$ cat src/rtl/decode_stage_pkg.sv
// Shared decode constants: opcode map, instruction field positions and the
// packed control bundle passed from the decoder to the stage register.
package decode_stage_pkg;

  localparam logic [3:0] OP_ALUR   = 4'd0;
  localparam logic [3:0] OP_CMPR   = 4'd2;
  localparam logic [3:0] OP_SW     = 4'd5;
  localparam logic [3:0] OP_BRANCH = 4'd6;
  localparam logic [3:0] OP_ALUI   = 4'd8;
  localparam logic [3:0] OP_LW     = 4'd9;
  localparam logic [3:0] OP_CMPI   = 4'd10;
  localparam logic [3:0] OP_JAL    = 4'd11;

  localparam int A_LSB    = 28;
  localparam int B_LSB    = 24;
  localparam int C_LSB    = 20;
  localparam int IMM_LSB  = 8;
  localparam int IMM_W    = 16;
  localparam int FUNC_LSB = 4;
  localparam int OP_LSB   = 0;

  typedef struct packed {
    logic br;
    logic jal;
    logic mem_read;
    logic mem_reg;
    logic alu_op;
    logic mem_write;
    logic alu_src;
    logic reg_write;
    logic illegal;
  } ctrl_t;

endpackage

$ cat src/rtl/decode_stage_inst_decode.sv
// Combinational instruction decoder: fields, sign-extended immediate,
// control bundle and which register indices the instruction actually reads.
module inst_decode
  import decode_stage_pkg::*;
#(
  parameter int XLEN           = 32,
  parameter bit ILLEGAL_AS_NOP = 1'b1
) (
  input  logic [31:0]     inst,
  output logic [3:0]      opcode,
  output logic [3:0]      func,
  output logic [3:0]      rd,
  output logic [3:0]      rs1,
  output logic [3:0]      rs2,
  output logic [XLEN-1:0] imm,
  output ctrl_t           ctrl,
  output logic            use_rs1,
  output logic            use_rs2,
  output logic            is_lw
);

  logic [3:0]       fa, fb, fc;
  logic [IMM_W-1:0] imm_raw;

  assign fa      = inst[A_LSB +: 4];
  assign fb      = inst[B_LSB +: 4];
  assign fc      = inst[C_LSB +: 4];
  assign imm_raw = inst[IMM_LSB +: IMM_W];
  assign func    = inst[FUNC_LSB +: 4];
  assign opcode  = inst[OP_LSB +: 4];
  assign imm     = XLEN'($signed(imm_raw));
  assign is_lw   = (opcode == OP_LW);

  always_comb begin
    ctrl    = '0;
    rd      = '0;
    rs1     = '0;
    rs2     = '0;
    use_rs1 = 1'b0;
    use_rs2 = 1'b0;
    case (opcode)
      OP_ALUR, OP_CMPR: begin
        rd = fa; rs1 = fb; rs2 = fc;
        use_rs1 = 1'b1; use_rs2 = 1'b1;
        ctrl.reg_write = 1'b1;
        ctrl.alu_op    = (opcode == OP_CMPR);
      end
      OP_ALUI, OP_CMPI, OP_LW, OP_JAL: begin
        rd = fa; rs1 = fb;
        use_rs1 = 1'b1;
        ctrl.reg_write = 1'b1;
        ctrl.alu_src   = 1'b1;
        ctrl.alu_op    = (opcode == OP_CMPI);
        ctrl.mem_read  = (opcode == OP_LW);
        ctrl.mem_reg   = (opcode == OP_LW);
        ctrl.jal       = (opcode == OP_JAL);
      end
      OP_SW: begin
        rs1 = fb; rs2 = fa;
        use_rs1 = 1'b1; use_rs2 = 1'b1;
        ctrl.alu_src   = 1'b1;
        ctrl.mem_write = 1'b1;
      end
      OP_BRANCH: begin
        rs1 = fa; rs2 = fb;
        use_rs1 = 1'b1; use_rs2 = 1'b1;
        ctrl.alu_op = 1'b1;
        ctrl.br     = 1'b1;
      end
      default: ctrl.illegal = 1'b1;
    endcase
    // Illegal words still flow down the pipe; make sure they cannot commit state.
    if (ctrl.illegal && ILLEGAL_AS_NOP) begin
      ctrl.reg_write = 1'b0;
      ctrl.mem_write = 1'b0;
      ctrl.br        = 1'b0;
      ctrl.jal       = 1'b0;
    end
  end

endmodule

$ cat src/rtl/decode_stage.sv
// Registered decode stage: valid/ready on both sides, flush, and a load-use
// interlock that holds off the consumer of a just-issued LW for LU_BUBBLES slots.
module decode_stage
  import decode_stage_pkg::*;
#(
  parameter int XLEN           = 32,
  parameter int LU_BUBBLES     = 1,
  parameter bit ILLEGAL_AS_NOP = 1'b1
) (
  input  logic            clk,
  input  logic            reset_n,
  input  logic            in_valid,
  output logic            in_ready,
  input  logic [31:0]     in_inst,
  input  logic            flush,
  output logic            out_valid,
  input  logic            out_ready,
  output logic [3:0]      opcode,
  output logic [3:0]      func,
  output logic [3:0]      rd,
  output logic [3:0]      rs1,
  output logic [3:0]      rs2,
  output logic [XLEN-1:0] imm,
  output logic            ctrl_br,
  output logic            ctrl_jal,
  output logic            ctrl_mem_read,
  output logic            ctrl_mem_reg,
  output logic            ctrl_alu_op,
  output logic            ctrl_mem_write,
  output logic            ctrl_alu_src,
  output logic            ctrl_reg_write,
  output logic            illegal
);

  logic [3:0]      d_opcode, d_func, d_rd, d_rs1, d_rs2;
  logic [XLEN-1:0] d_imm;
  ctrl_t           d_ctrl, ctrl_q;
  logic            d_use_rs1, d_use_rs2, d_is_lw;
  logic            lu_vld;
  logic [3:0]      lu_rd;
  logic [1:0]      bub_cnt, bub_eff;
  logic            hazard, stall, drain, accept;

  inst_decode #(.XLEN(XLEN), .ILLEGAL_AS_NOP(ILLEGAL_AS_NOP)) u_dec (
    .inst(in_inst), .opcode(d_opcode), .func(d_func), .rd(d_rd), .rs1(d_rs1),
    .rs2(d_rs2), .imm(d_imm), .ctrl(d_ctrl), .use_rs1(d_use_rs1),
    .use_rs2(d_use_rs2), .is_lw(d_is_lw)
  );

  assign hazard = (LU_BUBBLES != 0) && in_valid && lu_vld &&
                  ((d_use_rs1 && d_rs1 == lu_rd) || (d_use_rs2 && d_rs2 == lu_rd));
  // The first hazard cycle already counts as a stall slot, so the counter is
  // seeded combinationally and only its remainder is carried in bub_cnt.
  assign bub_eff  = (bub_cnt != 2'd0) ? bub_cnt : (hazard ? 2'(LU_BUBBLES) : 2'd0);
  assign stall    = (bub_eff != 2'd0);
  assign drain    = !out_valid || out_ready;
  assign in_ready = !flush && !stall && drain;
  assign accept   = in_valid && in_ready;

  always_ff @(posedge clk) begin
    if (!reset_n) begin
      out_valid <= 1'b0;
      ctrl_q    <= '0;
      opcode    <= '0;
      func      <= '0;
      rd        <= '0;
      rs1       <= '0;
      rs2       <= '0;
      imm       <= '0;
      bub_cnt   <= 2'd0;
      lu_vld    <= 1'b0;
      lu_rd     <= '0;
    end else if (flush) begin
      out_valid <= 1'b0;
      bub_cnt   <= 2'd0;
      lu_vld    <= 1'b0;
    end else begin
      if (accept) begin
        out_valid <= 1'b1;
        ctrl_q    <= d_ctrl;
        opcode    <= d_opcode;
        func      <= d_func;
        rd        <= d_rd;
        rs1       <= d_rs1;
        rs2       <= d_rs2;
        imm       <= d_imm;
        lu_vld    <= d_is_lw && (d_rd != 4'd0);
        lu_rd     <= d_rd;
      end else if (out_ready) begin
        out_valid <= 1'b0;
      end
      // Once a hazard is being served the tracker is spent; the counter alone holds the stall.
      if (stall) begin
        bub_cnt <= drain ? bub_eff - 2'd1 : bub_eff;
        lu_vld  <= 1'b0;
      end
    end
  end

  assign ctrl_br        = ctrl_q.br;
  assign ctrl_jal       = ctrl_q.jal;
  assign ctrl_mem_read  = ctrl_q.mem_read;
  assign ctrl_mem_reg   = ctrl_q.mem_reg;
  assign ctrl_alu_op    = ctrl_q.alu_op;
  assign ctrl_mem_write = ctrl_q.mem_write;
  assign ctrl_alu_src   = ctrl_q.alu_src;
  assign ctrl_reg_write = ctrl_q.reg_write;
  assign illegal        = ctrl_q.illegal;

endmodule
$ cat config.mk
export PLATFORM = sky130hd
export DESIGN_NAME = decode_stage
export DESIGN_NICKNAME = d
export VERILOG_FILES = /design/src/rtl/decode_stage_pkg.sv /design/src/rtl/decode_stage_inst_decode.sv /design/src/rtl/decode_stage.sv
export SDC_FILE = /design/constraint.sdc
export NUM_CORES = 1
export LEC_CHECK = 0
export CORE_ASPECT_RATIO = 0.5
export CORE_MARGIN = 3
export CORE_UTILIZATION = 40
export CTS_BUF_LIST = sky130_fd_sc_hd__clkbuf_4
export DETAILED_ROUTE_END_ITERATION = 8
export PLACE_DENSITY = 0.74
export SYNTH_ARGS = -nofsm -noshare
export SYNTH_HDL_FRONTEND = slang
export SYNTH_SLANG_ARGS = --single-unit
$ cat constraint.sdc
create_clock -name clk -period 3.2 [get_ports clk]
set_input_delay 0.64 -clock clk [delete_from_list [all_inputs] [get_ports clk]]
set_output_delay 0.64 -clock clk [all_outputs]
set_load 0.05 [all_outputs]
Word level (Yosys, flattened, before mapping)
Index checks and enable logic that the tools add are counted.
Storage, ports and cells
  output and inout bits: 63
  memories: 0
  bits in writable memories: 0
  latch bits: 0
  input bits: 37
  flip-flop bits (word level): 49
  memory bits (read-only): 0
Operators by class
  add/sub/neg operators: 1
  multiply operators: 0
  bitwise operators: 2
  shifts and indexed selects: 0
  divide/modulo/power cells: 0
  mux-type cells: 20
  equal/unequal tests: 9
  magnitude comparators: 0
  reductions and logical operators: 28
Operator list (number)
  4-bit == test, second input constant: 4
  1-bit two-way mux: 12
  4-bit case mux with 3 select lines: 1
  4-bit by 3-bit == test with 1-bit output, second input constant: 2
  4-bit == test: 2
  1-bit logical AND: 8
  4-bit case mux with 2 select lines: 1
  4-bit OR reduction: 2
  8-bit OR reduction: 1
  7-bit OR reduction: 1
  2-bit two-way mux: 3
  2-bit nonzero test: 3
  6-bit OR reduction: 1
  5-bit OR reduction: 1
  4-bit by 2-bit == test with 1-bit output, second input constant: 1
  4-bit logical NOT: 1
  4-bit two-way mux: 1
  4-bit nonzero test: 1
  2-bit OR reduction: 2
  1-bit logical NOT: 3
  3-bit two-way mux: 1
  1-bit case mux with 3 select lines: 1
  3-bit OR reduction: 1
  1-bit logical OR: 2
  other kinds (3): 4

Longest topological paths before layout
Gate-level depths: netlist (run 1).
  depth in word-level cells: 15
  mapped depth: 15
  gate-level depth less buffers: 12

Hierarchy
From an unflattened synthesis (run 1), not the netlist that was laid out.
Unflattened totals
  cell total of the unflattened synthesis: 380
  area, all modules: 3113.0 um^2
By module, submodules not included
  decode_stage: times used 1, cells an instance 304, area an instance 2544.9 um^2
  inst_decode: times used 1, cells an instance 76, area an instance 568.0 um^2

Least setup slack after synthesis (run 1)
OpenSTA, ideal clock, no wires.
  path kind: input to register
  start: in in_inst[2]
  end: reg lu_rd[3]
  arrival time: 4.508 ns
  setup time: 0.071 ns
  path slack: -1.378 ns
  stages: 14
  data required time: 3.129 ns
  buffers on the path: 3
  cells stage by stage: buf_2 or3b_1 a21o_1 a211oi_1 a2111oi_1 a22oi_1 nor2b_1 ha_1 nor3b_1 and2_1 clkbuf_1 clkbuf_1 nand3_1 a21oi_1
On the way
  cells in the longest elaborated chain, start to end: 15
  elaborated cells on any way between the ends: 32
  those cells by class: eq/ne: 9; mux: 7; reduce/logical: 16
RTL lines
  from (decl): RTL line decode_stage.sv:14  | input logic [31:0] in_inst,
  4-bit == test (tied with other cells): RTL line decode_stage_inst_decode.sv:41  | case (opcode)
  7-bit OR reduction (no line) or 2-bit OR reduction (tied branches)
  4-bit case mux with 2 select lines or 4-bit case mux with 3 select lines (tied branches): RTL line decode_stage_inst_decode.sv:41
  4-bit == test: RTL line decode_stage.sv:51  | ((d_use_rs1 && d_rs1 == lu_rd) || (d_use_rs2 && d_rs2 == lu_rd));
  1-bit logical AND: RTL line decode_stage.sv:51
  1-bit logical OR (*): RTL line decode_stage.sv:51
  1-bit logical AND (*): RTL line decode_stage.sv:50  | assign hazard = (LU_BUBBLES != 0) && in_valid && lu_vld &&
  1-bit two-way mux (*): RTL line decode_stage.sv:54  | assign bub_eff = (bub_cnt != 2'd0) ? bub_cnt : (hazard ? 2'(LU_BUBBLES) : 2'd0);
  2-bit two-way mux (*): RTL line decode_stage.sv:54
  2-bit nonzero test (*): RTL line decode_stage.sv:55  | assign stall = (bub_eff != 2'd0);
  1-bit logical NOT (*): RTL line decode_stage.sv:57  | assign in_ready = !flush && !stall && drain;
  1-bit logical AND (*) (2 in a row): RTL line decode_stage.sv:57
  via in_ready: RTL line decode_stage.sv:13  | output logic in_ready,
  1-bit logical AND (*): RTL line decode_stage.sv:58  | assign accept = in_valid && in_ready;
  2-bit AND reduction (no line) (*)
  to (signal assigned): RTL line decode_stage.sv:88  | lu_rd <= d_rd;
  to (decl): RTL line decode_stage.sv:40  | logic [3:0] lu_rd;
The timed path passes the listed nets; every way through them passes the cells marked *.
A chain may end at the register's enable or synchronous reset.

Worst setup path in the final report (run 1)
  start: in in_inst[2]
  end: out in_ready
On the way
  cells in the longest elaborated chain, start to end: 13
  elaborated cells on any way between the ends: 28
  those cells by class: eq/ne: 9; mux: 6; reduce/logical: 13
RTL lines (RTL line)
  4-bit == test (tied with other cells): decode_stage_inst_decode.sv:41
  7-bit OR reduction (no line) or 2-bit OR reduction (tied branches)
  4-bit case mux with 2 select lines or 4-bit case mux with 3 select lines (tied branches): decode_stage_inst_decode.sv:41
  4-bit == test: decode_stage.sv:51
  1-bit logical AND: decode_stage.sv:51
  1-bit logical OR (*): decode_stage.sv:51
  1-bit logical AND (*): decode_stage.sv:50
  1-bit two-way mux (*): decode_stage.sv:54
  2-bit two-way mux (*): decode_stage.sv:54
  2-bit nonzero test (*): decode_stage.sv:55
  1-bit logical NOT (*): decode_stage.sv:57
  1-bit logical AND (*) (2 in a row): decode_stage.sv:57
  to (decl): decode_stage.sv:13
Every way passes the cells marked *; elsewhere a longest branch is shown, timed or not.

==> reports/results.txt, run 1 <==
area leader, netlist = dfxtp_1
clock tree sinks = 48
WL/cell = 15.8 um
crit-path leading delay family = simple AND/OR/NAND/NOR gates
final hold violation count = 0
worst slew pin tran = 0.538 ns
TritonCTS clock tree = yes
CP Capture Type = primary output
Post-synth EDFFs = 0
overall routing resource usage = 23.3%
Syn. warnings = 0
max-cap violations = 0
outcome = complete, but fails checks
Max-slew headroom = 64.0%
CP cell instances = buf_2 > or3b_4 > a21o_1 > a211oi_4 > a2111oi_4 > a22oi_2 > nor2b_4 > ha_2 > nor3b_4 > buf_12
number of fill cells in the layout = 453
Slew Limit Fails = 0
Hold Crit Class = flop to flop
top cells by area, synth = dfxtp_1 (39%), nand2_1 (9.8%), a21oi_1 (5.9%)
Layout area overhead = 72.0%
I/O Buffers = 99
io pins = 100
Max VDD drop = 0.212 mV
syn_area_per_cell = 7.88 sq um
share of layout cells above drive strength 1 = 27.3%
asr flop ratio synth = 0%
H-tree depth = 2
Worst-Skew Late Latency = 0.38 ns
Power Dens Cells = 357 nW/um^2
vias in the first global route = 2,576
dominant synthesized flop cell = dfxtp_1
hold buffer count at cts = 0
Worst-path clk slew = 0.15 ns
P_leak = 1.60 nW
period utilisation layout = 109%
Num CTS Buffers = 5
Die Area = 7140 sq um
Post-synth top cells = nand2_1 (64), dfxtp_1 (48), a21oi_1 (29)
Total Power = 1.50 mW
share of the synthesized area in the top cell type = 39.3%
number of synthesized register bits = 48
global-route wire length before repair = 12,800 um
DP HPWL = 6210 um
crit path DAT = 2.85 ns
post-synthesis cell area = 2440 sq um
Bufs and invs on worst path = 2
routed via count = 2,728
final setup fails = 2
Pre-antenna DRT Iters = 4
chip width = 117 um
minimum clock period after layout = 3.49 ns
Post-Syn Nets = 348
Starting Density = 43.0%
CP Launch Type = input pin
pin count of the biggest net entering global routing = 21
DRC viols = 0
core area = 5680 sq um
die height = 61.3 um
CP Max Fanout = 10
crit path kind = input pin to primary output
Multi-input gate area = 1490 sq um
routability cong. = 0.860
Seq/Total Area, Yosys = 39.3%
crit-path max cell delay = 0.43 ns
vias per cell = 5.22
nets = 487
CP required = 2.56 ns
final wirelength = 8270 um
Post-DRT Antenna Nets = 0
DP Cell Count = 502
Max Buffers Root-to-Sink = 2
Root Buffer = clkbuf_4
grt ovf = 0
RSZ-0062 raised after global routing = true
Yosys cell types = 47
row count = 19
non-filler instance count after layout = 523
antenna violations before repair = 0
failing checks = negative setup slack
Final WS setup = -0.290 ns
Syn Inst Count = 310
Inserted Diodes = 0
slowest CP cell = or3b_4
Clock Skews = 0.0125 ns
Iteration-0 DRC Markers = 161
register area = 961 sq um
Fmax = 0.287 GHz
most frequent cell after synthesis = nand2_1
## cell usage in the layout (no fill, tap or decap), types with 4 or more instances in the layout
| cell | count |
|---|---|
| nand3_1 | 9 |
| dfxtp_1 | 48 |
| a21oi_1 | 24 |
| nand3b_1 | 6 |
| nor3_1 | 6 |
| a21oi_2 | 5 |
| clkbuf_4 | 5 |
| dlygate4sd2_1 | 7 |
| clkdlybuf4s50_1 | 85 |
| nand2_1 | 62 |
| nand2b_1 | 8 |
| a211oi_2 | 4 |
| buf_4 | 60 |
| a31oi_1 | 4 |
| buf_6 | 8 |
| a21boi_1 | 10 |
| inv_1 | 4 |
| nor2_1 | 14 |
## registers in the layout, indices dropped and copies added, names as in the netlist
name            cells
ctrl_br             1
rs2                 4
bub_cnt             2
imm                16
ctrl_alu_op         1
illegal             1
ctrl_jal            1
ctrl_alu_src        1
lu_vld              1
func                4
ctrl_mem_read       1
out_valid           1
ctrl_mem_write      1
ctrl_reg_write      1
rs1                 4
opcode              4
lu_rd               4
## cell type report
class                      count  area share [%]
timing repair buffer         169            37.3
multi-input combinational    221            35.4
sequential                    48            22.9
tap                           73            2.17
clock inverter                 3            1.01
clock buffer                   5           0.893
inverter                       4           0.357
## worst min-delay path: cells and delay by family, from the launching register on
family             cells  cell delay [ns]
and+or+nand+nor        1             0.05
DFF                    1             0.34
AOI/OAI and AO/OA      1             0.05
## through the flow
stage                     area [sq um]  utilization [%]  setup slack (ns)  hold slack, ns  TNS (ns)
final                             4200             74.0            -0.290           0.464    -0.564
after global placement            3850             67.7            -0.820           0.442    -35.66
after floorplan                   2580                -            -0.307           0.474    -11.06
after detailed placement          3850             67.7            -0.852           0.448    -37.00
after global routing              4200             74.0            -0.368           0.493    -0.945
after CTS                         4130             72.7            -0.296           0.468    -0.520
## cell families (layout without fill, tap and decap cells)
group	after synthesis	after routing	synth area share, %
flip-flops	48	48	39.3
buffers and inverters	41	181	9.42
adder cells (fa/ha/maj)	1	1	0.512
AO/OA/AOI/OAI	78	78	21.8
XOR/XNOR	1	1	0.358
AND/OR/NAND/NOR	140	140	28.2
multiplexers	1	1	0.461
## routing by layer
metal,vias up,global-route usage [%],part of all wire (%)
met5,-,0,0
met4,0,5.56,0.82
met3,9,4.81,7.0
met2,82,40.4,47
met1,1293,30.5,45
li1,1344,-,-
## path summary, 6_finish.rpt
kind / start / end / slack, ns / cells after the start
setup / recovery: in_inst[2] / in_ready / -0.29 / 10
hold / removal: imm[12] / imm[12] / 0.46 / 2
setup reg to reg: lu_rd[0] / bub_cnt[0] / -0.06 / 16
hold reg to reg: imm[12] / imm[12] / 0.46 / 2
## power breakdown
| group | internal, mW | switching (mW) |
|---|---|---|
| sequential | 0.625 | 0.0193 |
| combinational | 0.205 | 0.278 |
| clock | 0.164 | 0.212 |
## repair_timing
item                                    CTS  global route
resized for setup                        54            23
gates cloned                              1             0
endpoints found under the setup margin   48            46
buffers inserted                         12             0
pin swaps                                17             9
No activity file was read; power rests on OpenSTA's default activity.
==> inputs of run 2 (changes only) <==
Settings changed: SLEW_MARGIN from default to 20.
==> results of run 2 <==
Same layout as run 1: the final DEF is identical, and so are final timing and power.
==> inputs of run 3 (changes only) <==
Settings changed: CORE_UTILIZATION 40 to 44, PLACE_DENSITY 0.74 to 0.78.
Clock period 3.2 ns to 3.99 ns, I/O delays scaled along.
==> reports/results.txt, run 3 (same netlist as run 1, synthesis figures left out) <==
vias per cell = 5.31 (was 5.22)
DP Cell Count = 496 (was 502)
nets = 476 (was 487)
core area = 5130 sq um (was 5680 sq um)
Most flops, register = imm (unchanged)
Place WS = -0.318 ns (was -0.852 ns)
worst slew pin tran = 0.999 ns (was 0.538 ns)
die height = 58.7 um (was 61.3 um)
Iteration-0 DRC Markers = 130 (was 161)
routability cong. = 0.939 (was 0.860)
CP Capture Type = primary output (unchanged)
share of layout cells above drive strength 1 = 20.0% (was 27.3%)
H-tree depth = 2 (unchanged)
global-route wire length before repair = 12,700 um (was 12,800 um)
Power Dens Cells = 282 nW/um^2 (was 357 nW/um^2)
CP Launch Type = input pin (unchanged)
P_leak = 1.51 nW (was 1.60 nW)
Max VDD drop = 0.248 mV (was 0.212 mV)
DP HPWL = 6050 um (was 6210 um)
CP required = 3.19 ns (was 2.56 ns)
clock tree sinks = 48 (unchanged)
Final WS setup = 0.0957 ns (was -0.290 ns)
Root Buffer = clkbuf_4 (unchanged)
most common cell after layout, fill and taps aside = clkdlybuf4s50_1 (unchanged)
Inserted Diodes = 0 (unchanged)
pin count of the biggest net entering global routing = 32 (was 21)
I/O Buffers = 99 (unchanged)
DRC viols = 0 (unchanged)
antenna violations before repair = 0 (unchanged)
Layout area overhead = 61.3% (was 72.0%)
max reg flops = 16 (unchanged)
most frequent cells in the layout = clkdlybuf4s50_1 (90), nand2_1 (64), buf_4 (54) (was clkdlybuf4s50_1 (85), nand2_1 (62), buf_4 (60))
Slew Limit Fails = 0 (unchanged)
outcome = finished clean (was complete, but fails checks)
hold slack = 0.467 ns (was 0.464 ns)
max-cap violations = 0 (unchanged)
chip width = 111 um (was 117 um)
final wirelength = 7880 um (was 8270 um)
io pins = 100 (unchanged)
Clock Skews = 0.00884 ns (was 0.0125 ns)
final setup fails = 0 (was 2)
Fmax = 0.257 GHz
Hold Crit Class = flop to flop (unchanged)
period utilisation layout = 97.6%
vias in the first global route = 2,581 (was 2,576)
Max Buffers Root-to-Sink = 2 (unchanged)
Worst-path clk slew = 0.14 ns (was 0.15 ns)
Num CTS Buffers = 5 (unchanged)
grt ovf = 0 (unchanged)
Pre-antenna DRT Iters = 4 (unchanged)
non-filler instance count after layout = 509 (was 523)
TritonCTS clock tree = yes (unchanged)
crit path DAT = 3.10 ns (was 2.85 ns)
Worst-Skew Late Latency = 0.36 ns (was 0.38 ns)
crit path kind = input pin to primary output (unchanged)
row count = 18 (was 19)
overall routing resource usage = 24.4% (was 23.3%)
WL/cell = 15.5 um (was 15.8 um)
minimum clock period after layout = 3.89 ns
setup tns final = 0 ns (was -0.564 ns)
routed via count = 2,701 (was 2,728)
final hold violation count = 0 (unchanged)
Die Area = 6540 sq um (was 7140 sq um)
Post-DRT Antenna Nets = 0 (unchanged)
hold buffer count at cts = 0 (unchanged)
Starting Density = 47.6% (was 43.0%)
CP Max Fanout = 4 (was 10)
Max-slew headroom = 33.3% (was 64.0%)
==> run 3: critical path, stage by stage <==
cell and delay, ns:
dlygate4sd2_1 0.28, or4b_4 0.60, nand4_1 0.14, o2111ai_2 0.14, a2111oi_4 0.35, a22oi_2 0.15
nor2b_4 0.16, ha_4 0.16, nor3b_4 0.15, buf_12 0.16
==> run 3: cell type report <==
cell class | count | area (sq um)
clock buffer | 5 | 37.5
fill | 396 | 1190
sequential | 48 | 961
multi-input combinational | 221 | 1360
clock inverter | 3 | 17.5
timing repair buffer | 158 | 1460
inverter | 4 | 15.0
tap | 70 | 87.6
==> run 3: metrics by stage <==
step	instance area [sq um]	power (mW)	util (%)
finish	3940	1.11	76.8
global route	3940	1.16	76.8
CTS	3910	1.12	76.2
detailed placement	3760	0.884	73.2
global placement	3760	0.879	73.2
floorplan	2450	0.729	-
==> run 3: what timing repair did <==
item / 4_1_cts / 5_1_grt
resized for setup: 20 / 17
gates cloned: 0 / 0
pin swaps: 5 / 10
endpoints found under the setup margin: 1 / 1
buffers inserted: 5 / 0
==> run 3: routing by layer <==
metal  track usage [%]  vias to the layer above  routed length [um]
li1                  -                     1327                   -
met1              33.1                     1254                3630
met2              40.4                      113                3450
met3              6.06                        7                 752
met4              4.51                        0                  46
met5                 0                        -                   0
==> run 3: report_power, final <==
part	switching (mW)	internal, mW	leakage [nW]
Sequential	0.0150	0.501	0.392
Clock	0.159	0.0683	0.0330
Combinational	0.212	0.155	1.08
==> run 3: worst paths after layout <==
path              startpoint  endpoint  slack (ns)  cells after the start
hold reg to reg       imm[3]    imm[3]        0.47                      2
hold / removal        imm[3]    imm[3]        0.47                      2
setup reg to reg    lu_rd[0]   illegal        0.96                     15
setup / recovery  in_inst[3]  in_ready         0.1                     10
